`src/rtl/serial_sub_pkg.sv`:
```
// Shared types and constants for the bit-serial subtractor.
package serial_sub_pkg;

  localparam int DEFAULT_W = 4;

  typedef enum logic [1:0] {
    IDLE = 2'd0,
    RUN  = 2'd1,
    DONE = 2'd2
  } state_t;

endpackage

```
`src/rtl/full_subtractor.sv`:
```
// Single-bit full subtractor: D = X - Y - Bi, Bo is the borrow out of this bit.
module full_subtractor (
  input  logic X,
  input  logic Y,
  input  logic Bi,
  output logic D,
  output logic Bo
);

  assign D  = X ^ Y ^ Bi;
  assign Bo = (~X & Y) | (~(X ^ Y) & Bi);

endmodule

```
`src/rtl/serial_subtractor.sv`:
```
// Bit-serial A - B - Bin, LSB first, one full-subtractor cell and a registered borrow.
// Start/Done handshake; back-to-back operations are accepted in the DONE cycle.
module serial_subtractor
  import serial_sub_pkg::*;
#(
  parameter int W = DEFAULT_W
) (
  input  logic         CLK,
  input  logic         RST,
  input  logic         Start,
  input  logic [W-1:0] A,
  input  logic [W-1:0] B,
  input  logic         Bin,
  output logic         Busy,
  output logic         Done,
  output logic [W-1:0] Diff,
  output logic         Bout
);

  localparam int CW = $clog2(W);
  localparam logic [CW-1:0] LAST = CW'(W - 1);

  state_t state_reg, state_next;

  logic [W-1:0]  sa_reg;
  logic [W-1:0]  sb_reg;
  logic [W-2:0]  res_reg;   // bit 0 of the result is never needed again once shifted
  logic          brw_reg;
  logic [CW-1:0] cnt_reg;

  logic          load;
  logic          shift;
  logic          finish;
  logic          d_bit;
  logic          brw_next;
  logic [W-1:0]  result_next;

  full_subtractor u_cell (
    .X  (sa_reg[0]),
    .Y  (sb_reg[0]),
    .Bi (brw_reg),
    .D  (d_bit),
    .Bo (brw_next)
  );

  assign result_next = {d_bit, res_reg};

  always_ff @(posedge CLK) begin
    if (RST) state_reg <= IDLE;
    else     state_reg <= state_next;
  end

  always_comb begin
    state_next = state_reg;
    load       = 1'b0;
    shift      = 1'b0;
    finish     = 1'b0;
    case (state_reg)
      IDLE: begin
        if (Start) begin
          load       = 1'b1;
          state_next = RUN;
        end
      end
      RUN: begin
        shift = 1'b1;
        if (cnt_reg == LAST) begin
          finish     = 1'b1;
          state_next = DONE;
        end
      end
      DONE: begin
        if (Start) begin
          load       = 1'b1;
          state_next = RUN;
        end else begin
          state_next = IDLE;
        end
      end
      default: state_next = IDLE;
    endcase
  end

  always_ff @(posedge CLK) begin
    if (RST) begin
      sa_reg  <= '0;
      sb_reg  <= '0;
      res_reg <= '0;
      brw_reg <= 1'b0;
      cnt_reg <= '0;
      Diff    <= '0;
      Bout    <= 1'b0;
    end else if (load) begin
      sa_reg  <= A;
      sb_reg  <= B;
      brw_reg <= Bin;
      cnt_reg <= '0;
    end else if (shift) begin
      sa_reg  <= sa_reg >> 1;
      sb_reg  <= sb_reg >> 1;
      brw_reg <= brw_next;
      res_reg <= result_next[W-1:1];
      // Counter parks at W-1 rather than wrapping.
      if (!finish) cnt_reg <= cnt_reg + CW'(1);
      if (finish) begin
        Diff <= result_next;
        Bout <= brw_next;
      end
    end
  end

  assign Busy = (state_reg == RUN);
  assign Done = (state_reg == DONE);

endmodule

```
`config.mk`:
```
export PLATFORM = sky130hd
export DESIGN_NAME = serial_subtractor
export DESIGN_NICKNAME = d
export VERILOG_FILES = /design/src/rtl/serial_sub_pkg.sv /design/src/rtl/full_subtractor.sv /design/src/rtl/serial_subtractor.sv
export SDC_FILE = /design/constraint.sdc
export NUM_CORES = 1
export LEC_CHECK = 0
export ABC_CLOCK_PERIOD_IN_PS = 2630
export BUFFER_PORTS_ARGS = -buffer_cell sky130_fd_sc_hd__buf_2
export CORE_MARGIN = 2
export CORE_UTILIZATION = 50
export CTS_BUF_LIST = sky130_fd_sc_hd__clkbuf_8
export CTS_CLUSTER_SIZE = 28
export DETAILED_ROUTE_END_ITERATION = 8
export MAX_ROUTING_LAYER = met4
export PLACE_DENSITY = 0.76
export SYNTH_ARGS = -nofsm -noshare
export SYNTH_HDL_FRONTEND = slang
export SYNTH_SLANG_ARGS = --single-unit
```
`constraint.sdc`:
```
create_clock -name CLK -period 2.63 [get_ports CLK]
set_input_delay 0.526 -clock CLK [delete_from_list [all_inputs] [get_ports CLK]]
set_output_delay 0.526 -clock CLK [all_outputs]
set_load 0.03 [all_outputs]
```
## After elaboration in Yosys (flattened, before gate mapping)

Cells that the tools add are included.

| cells by class | value |
|---|---|
| eq/ne operators | 5 |
| reduce and logical (&&, ||, !) cells | 8 |
| bitwise gates (word level) | 9 |
| add/sub/neg operators | 1 |
| muxes and demuxes | 15 |

Operators by type and width:

| kind | count |
|---|---|
| two-way mux 4 bit | 4 |
| two-way mux 1 bit | 8 |
| one-hot mux 2 bit (3 select lines) | 1 |
| AND reduction 2 bit | 3 |
| equality test 2 bit (second input constant) | 2 |
| two-way mux 2 bit | 2 |
| NOT 1 bit | 4 |
| OR reduction 2 bit | 2 |
| AND reduction 3 bit | 1 |
| adder 2 x 1 -> 2 bit (second input constant) | 1 |
| bitwise AND 1 bit | 2 |
| equality test 2 x 1 -> 1 bit (second input constant) | 1 |
| logical NOT 2 bit | 1 |
| != test 2 x 1 -> 1 bit (second input constant) | 1 |
| != test 2 bit (second input constant) | 1 |
| nonzero test 2 bit | 1 |
| XOR 1 bit | 2 |
| OR 1 bit | 1 |

| word-level totals | value |
|---|---|
| bits of input ports | 12 |
| bits in registers | 21 |

## Logic depth before layout (Yosys ltp)

Gate-level depths: netlist (run 1).

| logic depth | value |
|---|---|
| word-level depth | 6 |
| gate-level depth with buffers | 5 |

## Modules after synthesis

Synthesis (run 1) repeated with hierarchy kept, for this count alone.

| unflattened totals | value |
|---|---|
| cell total of the unflattened synthesis | 98 |
| area, all modules | 899.6 um^2 |

By module, submodules not included:

| module | sequential area each (um^2) | instances | cells an instance | area an instance (um^2) |
|---|---|---|---|---|
| serial_subtractor | 420.4 | 1 | 94 | 868.3 |
| full_subtractor | 0.0 | 1 | 4 | 31.3 |

## Worst setup path after synthesis (run 1)

OpenSTA, ideal clock, no wires.

| path | value |
|---|---|
| path type | register to output |
| from | register state_reg[1] |
| to | output Busy |
| data required time | 2.104 ns |
| path slack | 1.317 ns |
| arrival time | 0.787 ns |
| cell stages (with the launch flop) | 4 |
| buffers on the path | 1 |
| path through | dfxtp_1 nand2b_2 inv_4 buf_8 |

| on the way | value |
|---|---|
| cells in the longest elaborated chain, start to end | 1 |

Ends and longest elaborated chain:

| element | line | text |
|---|---|---|
| start, declared | serial_subtractor.sv:23 | `state_t state_reg, state_next;` |
| start signal, assigned | serial_subtractor.sv:50 | `else state_reg <= state_next;` |
| equality test 2 x 1 -> 1 bit | serial_subtractor.sv:112 | `assign Busy = (state_reg == RUN);` |
| end, declared | serial_subtractor.sv:14 | `output logic Busy,` |

No other way between the ends.

## Worst setup path after layout (run 1)

Same ends and word-level chain as after synthesis.

==> results.md, run 1 <==
| Result | Value |
| --- | --- |
| Critical path fanouts, max | 19 |
| Crit path launch type | register |
| Path category of the worst min-delay check | reg2reg |
| Routed length per instance | 12.2 um |
| Final setup fails | 0 |
| Floorplan die width | 46.1 um |
| Critical path arrival | 1.37 ns |
| Max-cap viol count | 0 |
| Highest layer used for signal routing | met4 |
| Min Tclk post-route | 1.89 ns |
| Met2 routed wirelength | 685 um |
| Core Region | 1690 um^2 |
| Initial antenna violation count | 0 |
| Power density over cell area | 630 nW/um^2 |
| Worst reg-to-reg path cell count | 3 |
| Count of antenna diodes in the layout | 0 |
| Iter 0 DRT Violations | 11 |
| Worst hold path cell count | 2 |
| Number of I/O port buffers | 18 |
| Mean cell area of the mapped netlist | 9.13 um^2 |
| Crit Reg-Reg Endpoint | brw_reg |
| Die height | 46.1 um |
| Library cells used by synthesis | 26 |
| Category of cells accounting for the largest share of critical-path delay | buffers and inverters |
| Ys Warns | 0 |
| Fin Setup TNS | 0 ns |
| Number of buffers created by CTS | 3 |
| Outcome | complete, no violations |
| Clock transition at path regs | 0.07 ns |
| Category of the most critical setup path | reg2out |
| Static Leakage | 0.394 nW |
| Via count of the first global-routing pass | 588 |
| Wire length on met3 | 55 um |
| Peak clock frequency supported by timing | 528 MHz |
| Hold path startpoint | Diff[3] |
| Number of max-slew violations in the final report | 0 |
| Min-Delay Endpoint | Diff[3] |
| Switching power of the nets | 0.153 mW |
| Total of hold buffers inserted after clock tree synthesis | 0 |
| Count of buffering cells on the critical path with inverters included | 2 |
| Combined area of all synthesized cells | 886 um^2 |
| Detailed-placement wirelength estimate | 1.07 mm |
| Maximum vdd ir drop | 0.419 mV |
| Register bit total from synthesis | 21 |
| Routed length on met1 | 817 um |
| Clock sink total | 21 |
| Skew-Pair Late Insertion Delay | 0.25 ns |
| Cells after synthesis | 97 |
| Post-Synthesis Net Count | 111 |
| Root Buffer Master | sky130_fd_sc_hd__clkbuf_8 |
| Critical path origin | state_reg[1] |
| TritonCTS clock tree | built |
| Reg-to-reg setup timing slack | 1.16 ns |
| Cell-internal power | 0.469 mW |
| Crit path capture type | output pin |
| Count of nets after finishing | 127 |
| Pre-CTS worst setup slack | 0.925 ns |
| Sw Share | 0.245 |
| Total via count in the routed design | 676 |
| Final hold violation count | 0 |
| Average via count per standard cell | 5.24 |
| Post-route clock period utilization | 0.720 |
| Total routed wirelength | 1.58 mm |
| Count of filler cells inserted in the layout | 162 |
| Total overflow reported by the global router | 0 |
| Starting density of the core | 0.524 |
| Area growth, synth to finish | 11.4% |
| Maximum root-to-sink buffer count | 2 |
| Reg2reg start | state_reg[0] |
| Final estimated routing congestion in global placement | 0.763 |
| Remaining routing DRC violations | 0 |
| Area of the die | 2120 um^2 |
| Critical path required time | 2.10 ns |
| Antenna Nets Post-Route | 0 |
| Actual transition at the worst max-transition pin | 0.754 ns |
| Delay of the slowest cell on the worst path | 0.35 ns |
| Slowest cell on crit path | sky130_fd_sc_hd__dfxtp_1 |
| Post-layout worst setup margin | 0.737 ns |
| Maximum number of pins on one net before global-route repair | 22 |
| Setup clock skew after layout | 0.00254 ns |
| Num ports | 19 |
| First-pass GRT wire length | 2.54 mm |
| Max transition margin | 0.496 |
| Ordered cell list for the critical path | nand2b_2 -> inv_4 -> buf_2 |
| Part of the Yosys area used for sequential elements | 0.475 |
| First-pass iteration count of the detailed router | 4 |
| Row cnt | 15 |
| H-tree depth reported by CTS | 1 |
| Setup repair after global routing missed its margin | no |
| Share of post-route cells with drive strength above 1 | 0.232 |
| Sequential share of power | 0.553 |
| Gates resized, CTS repair | 0 |
| Comb pwr share | 0.126 |
| Post-CTS setup buffer count | 0 |
| Total global-route track usage | 0.170 |
| Relative contribution of the clock network to total power | 0.321 |
worst reg2reg max path, cell delays in order, from the launching register on:
cell and delay (ns):
sky130_fd_sc_hd__dfxtp_1 0.36, sky130_fd_sc_hd__nor2b_1 0.61, sky130_fd_sc_hd__nor3_1 0.12, sky130_fd_sc_hd__a2111oi_2 0.29
kinds of logic (layout without fill, tap and decap cells):
family | count (synthesis) | after routing | synth area share
xor gates and xnor gates | 1 | 1 | 0.00989
AOI/OAI and AO/OA | 20 | 20 | 0.147
DFF | 21 | 21 | 0.475
muxes | 2 | 2 | 0.0226
adders and majority gates | 2 | 2 | 0.0367
buffers and inverters | 10 | 25 | 0.0777
and+or+nand+nor | 41 | 41 | 0.232
final cells by class:
cell class / count / area (um^2) / area share
clock buffer: 3 / 41.3 / 0.0418
clock inverter: 1 / 3.75 / 0.00380
inverter: 3 / 13.8 / 0.0139
multi-input combinational: 66 / 397 / 0.402
sequential: 21 / 420 / 0.426
tap: 17 / 21.3 / 0.0215
timing repair buffer: 18 / 90.1 / 0.0913
cells in the mapped netlist, drive strengths merged:
library cell  instances  area [um^2]
nor2b                 1         6.26
a311oi                3         26.3
a2111oi               1         15.0
nand3b                1         7.51
nand2                15         56.3
clkbuf                2         7.51
inv                   3         13.8
nor3                  6         30.0
mux2i                 2         20.0
nor2                  6         22.5
a21oi                12         60.1
dfxtp                21          420
fa                    1         20.0
xnor2                 1         8.76
and2b                 1         8.76
nand3                 8         40.0
nand2b                2         15.0
a22oi                 3         22.5
ha                    1         12.5
buf                   5         47.5
nor3b                 1         18.8
o22ai                 1         6.26
worst max path at each step:
| stage | to | slack [ns] | depth (start not counted) |
|---|---|---|---|
| floorplan | Busy | 1.32 | 3 |
| global placement | brw_reg | 0.99 | 4 |
| detailed placement | brw_reg | 0.92 | 4 |
| CTS | Busy | 0.74 | 3 |
| global route | Busy | 0.65 | 3 |
| finish | Busy | 0.74 | 3 |
through the flow:
| step | util | power (mW) | area [um^2] | hold WS [ns] | cells |
|---|---|---|---|---|---|
| after floorplan | - | 0.417 | 886 | 0.437 | 97 |
| after global placement | 0.558 | 0.426 | 942 | 0.440 | 125 |
| after detailed placement | 0.558 | 0.428 | 942 | 0.444 | 125 |
| after CTS | 0.584 | 0.623 | 987 | 0.454 | 129 |
| after global routing | 0.584 | 0.651 | 987 | 0.470 | 129 |
| final | 0.584 | 0.622 | 987 | 0.453 | 129 |
routing by layer:
layer,global-route usage,vias to the layer above
li1,-,365
met1,0.239,295
met2,0.244,14
met3,0.0235,2
met4,0.0686,0
met5,-,-
power groups by stage:
stage,Clock [mW],Combinational (mW),Sequential [mW]
final,0.200,0.0783,0.344
after global routing,0.218,0.0880,0.345
after CTS,0.201,0.0782,0.344
after detailed placement,0,0.0774,0.351
after global placement,0,0.0758,0.350
after floorplan,0,0.0682,0.349
cells in the final DEF (no fill, tap or decap), types with 2 or more instances in the layout:
master / netlist / routed
sky130_fd_sc_hd__buf_2: 2 / 18
sky130_fd_sc_hd__nor2_1: 6 / 6
sky130_fd_sc_hd__a21oi_1: 12 / 12
sky130_fd_sc_hd__nand2_1: 15 / 15
sky130_fd_sc_hd__a311oi_1: 3 / 3
sky130_fd_sc_hd__a22oi_1: 3 / 3
sky130_fd_sc_hd__mux2i_1: 2 / 2
sky130_fd_sc_hd__nand3_1: 8 / 8
sky130_fd_sc_hd__dfxtp_1: 21 / 21
sky130_fd_sc_hd__inv_1: 2 / 3
sky130_fd_sc_hd__nor3_1: 6 / 6
sky130_fd_sc_hd__clkbuf_8: 0 / 3
No activity file was read; power rests on OpenSTA's default activity.
==> run 2: changes to the inputs <==
ABC_AREA = 1   (was default)
ABC_CLOCK_PERIOD_IN_PS = 1650   (was 2630)
CORE_ASPECT_RATIO = 1.5   (was default)
PLACE_DENSITY = 0.78   (was 0.76)
clock period = 1.65 ns   (was 2.63 ns; I/O delays follow)
==> run 2 against run 1 <==
  * Clock power is 59% higher
  * Critical path type unchanged
  * Non-clock buffer count is 1 higher
  * Critical path depth is 1 higher
  * Largest cell class is now multi-input gates
  * Sequential cell count stayed put
  * Largest power group unchanged
==> results.md, run 2 <==
| Result | Value |
| --- | --- |
| Final cell utilization of the core | 0.605 |
| Post-Synthesis Net Count | 147 |
| Total overflow reported by the global router | 0 |
| Initial antenna violation count | 0 |
| Post-CTS setup buffer count | 0 |
| Count of nets after finishing | 166 |
| Combined area of all synthesized cells | 1000 um^2 |
| Largest area contributor in the netlist | sky130_fd_sc_hd__dfxtp_1 |
| Category of cells accounting for the largest share of critical-path delay | buffers and inverters |
| Starting density of the core | 0.540 |
| Peak clock frequency supported by timing | 676 MHz |
| Final hold violation count | 0 |
| Post-Place Cell Area | 1080 um^2 |
| Final setup fails | 0 |
| Mean cell area of the mapped netlist | 7.54 um^2 |
| Max transition margin | 0.796 |
| Num ports | 19 |
| Power density over cell area | 924 nW/um^2 |
| Crit path launch type | register |
| Setup clock skew after layout | 0.000787 ns |
| Delay of the slowest cell on the worst path | 0.31 ns |
| Share of post-route cells with drive strength above 1 | 0.232 |
| Cells after synthesis | 133 |
| Number of synthesized flops with an enable pin | 0 |
| Most frequently used cell type in the post-synthesis netlist | sky130_fd_sc_hd__nor2_1 |
| Antenna Nets Post-Route | 0 |
| Row cnt | 19 |
| Fraction of post-synthesis cell area in the top cell type by area | 0.419 |
| Final estimated routing congestion in global placement | 0.789 |
| Outcome | complete, no violations |
| Ordered cell list for the critical path | inv_2 -> nand2_4 -> inv_2 -> buf_2 |
| Area of the die | 2390 um^2 |
| Maximum number of pins on one net before global-route repair | 16 |
| Critical path arrival | 1.15 ns |
| Max-cap viol count | 0 |
| H-tree depth reported by CTS | 1 |
| Top FF cell, synth | sky130_fd_sc_hd__dfxtp_1 |
| Iter 0 DRT Violations | 10 |
| Maximum root-to-sink buffer count | 2 |
| Cell types with the highest counts after synthesis | sky130_fd_sc_hd__nor2_1 (25), sky130_fd_sc_hd__dfxtp_1 (21), sky130_fd_sc_hd__nand2_1 (21) |
| Setup repair after global routing missed its margin | no |
| Die height | 58.8 um |
| Register bit total from synthesis | 21 |
| Hold path startpoint | A[3] |
| Number of buffers created by CTS | 3 |
| Category of the most critical setup path | reg2out |
| Area growth, synth to finish | 12.0% |
| Path category of the worst min-delay check | in2reg |
| Part of the Yosys area used for sequential elements | 0.419 |
| Post-route cell area | 1120 um^2 |
| Min Tclk post-route | 1.48 ns |
| Share of synthesized flip-flops with an asynchronous set or reset | 0 |
| Number of max-slew violations in the final report | 0 |
| TritonCTS clock tree | built |
| Total via count in the routed design | 832 |
| Post-route clock period utilization | 0.896 |
| Average via count per standard cell | 4.84 |
| Worst hold margin | 0.296 ns |
| Core Region | 1850 um^2 |
| Total Power Consumption | 1.04 mW |
| Crit path capture type | output pin |
| Reg2reg start | state_reg[0] |
| Fin Setup TNS | 0 ns |
| Root Buffer Master | sky130_fd_sc_hd__clkbuf_8 |
| Number of I/O port buffers | 18 |
| Actual transition at the worst max-transition pin | 0.305 ns |
| Critical path fanouts, max | 15 |
| Via count of the first global-routing pass | 749 |
| Total of hold buffers inserted after clock tree synthesis | 0 |
| Library cells used by synthesis | 20 |
| Slowest cell on crit path | sky130_fd_sc_hd__dfxtp_1 |
| Critical path origin | state_reg[1] |
| Floorplan die width | 40.6 um |
| Leading cell type in the layout, fill and taps excluded | sky130_fd_sc_hd__nor2_1 |
| Total global-route track usage | 0.182 |
| Detailed-placement wirelength estimate | 1.42 mm |
| Gates resized, CTS repair | 0 |
| Routed length per instance | 10.2 um |
| Skew-Pair Late Insertion Delay | 0.25 ns |
| Commonest non-fill, non-tap cells in the layout | sky130_fd_sc_hd__nor2_1 (25), sky130_fd_sc_hd__dfxtp_1 (21), sky130_fd_sc_hd__nand2_1 (21), sky130_fd_sc_hd__inv_1 (18), sky130_fd_sc_hd__buf_2 (18) |
| Static Leakage | 0.591 nW |
| Remaining routing DRC violations | 0 |
| Most area-consuming cells after synthesis | sky130_fd_sc_hd__dfxtp_1 (42%), sky130_fd_sc_hd__nor2_1 (9.4%), sky130_fd_sc_hd__nand2_1 (7.9%) |
| Count of antenna diodes in the layout | 0 |
| Critical path required time | 1.32 ns |
| First-pass iteration count of the detailed router | 4 |
| Count of filler cells inserted in the layout | 178 |
| Clock transition at path regs | 0.07 ns |
| Maximum vdd ir drop | 0.712 mV |
| First-pass GRT wire length | 2.95 mm |
| Clock sink total | 21 |
| Count of buffering cells on the critical path with inverters included | 3 |
| Ys Warns | 0 |
| Total routed wirelength | 1.76 mm |
| Most used cell, CP | sky130_fd_sc_hd__inv_2 |
run 2: power by group:
part / internal (mW) / leakage [nW] / switching [mW]
logic: 0.0597 / 0.392 / 0.102
registers: 0.538 / 0.172 / 0.0185
clock network: 0.165 / 0.0269 / 0.153
run 2: worst min-delay path: stages:
cell and delay [ns]:
sky130_fd_sc_hd__buf_2 0.08, sky130_fd_sc_hd__nor2_1 0.03, sky130_fd_sc_hd__nor2_1 0.08
run 2: kinds of logic (layout without fill, tap and decap cells):
kind of cell | count (synthesis) | in the layout | share of synthesized area
flops | 21 | 21 | 0.419
fa+ha+maj | 2 | 2 | 0.0325
simple gates | 66 | 66 | 0.320
compound gates | 18 | 18 | 0.0961
buf+inv | 26 | 44 | 0.132
run 2: through the flow:
stage	cells	setup slack, ns
floorplan	133	0.474
global placement	168	0.462
detailed placement	168	0.400
CTS	172	0.171
global route	172	0.103
finish	172	0.171
run 2: final timing paths:
check,endpoint,slack (ns),cells past startpoint
worst max-delay path,Busy,0.17,4
worst min-delay path,sa_reg[3],0.30,3
worst max register to register,brw_reg,0.40,8
worst min register to register,Diff[3],0.47,2
run 2: layout make-up:
type                    count  area (um^2)  area share
multi-input cells          86          449       0.400
well taps                  21         26.3      0.0234
clock inverters             1         3.75     0.00334
inverters                  21         83.8      0.0747
flip-flops and latches     21          420       0.375
clock buffers               3         41.3      0.0368
repair buffers             19         97.6      0.0870
run 2: routing by layer:
| layer | part of all wire | vias to the layer above | track usage |
|---|---|---|---|
| li1 | - | 443 | - |
| met1 | 0.41 | 370 | 0.192 |
| met2 | 0.54 | 15 | 0.311 |
| met3 | 0.034 | 4 | 0.0264 |
| met4 | 0.015 | 0 | 0.0857 |
| met5 | 0 | - | - |
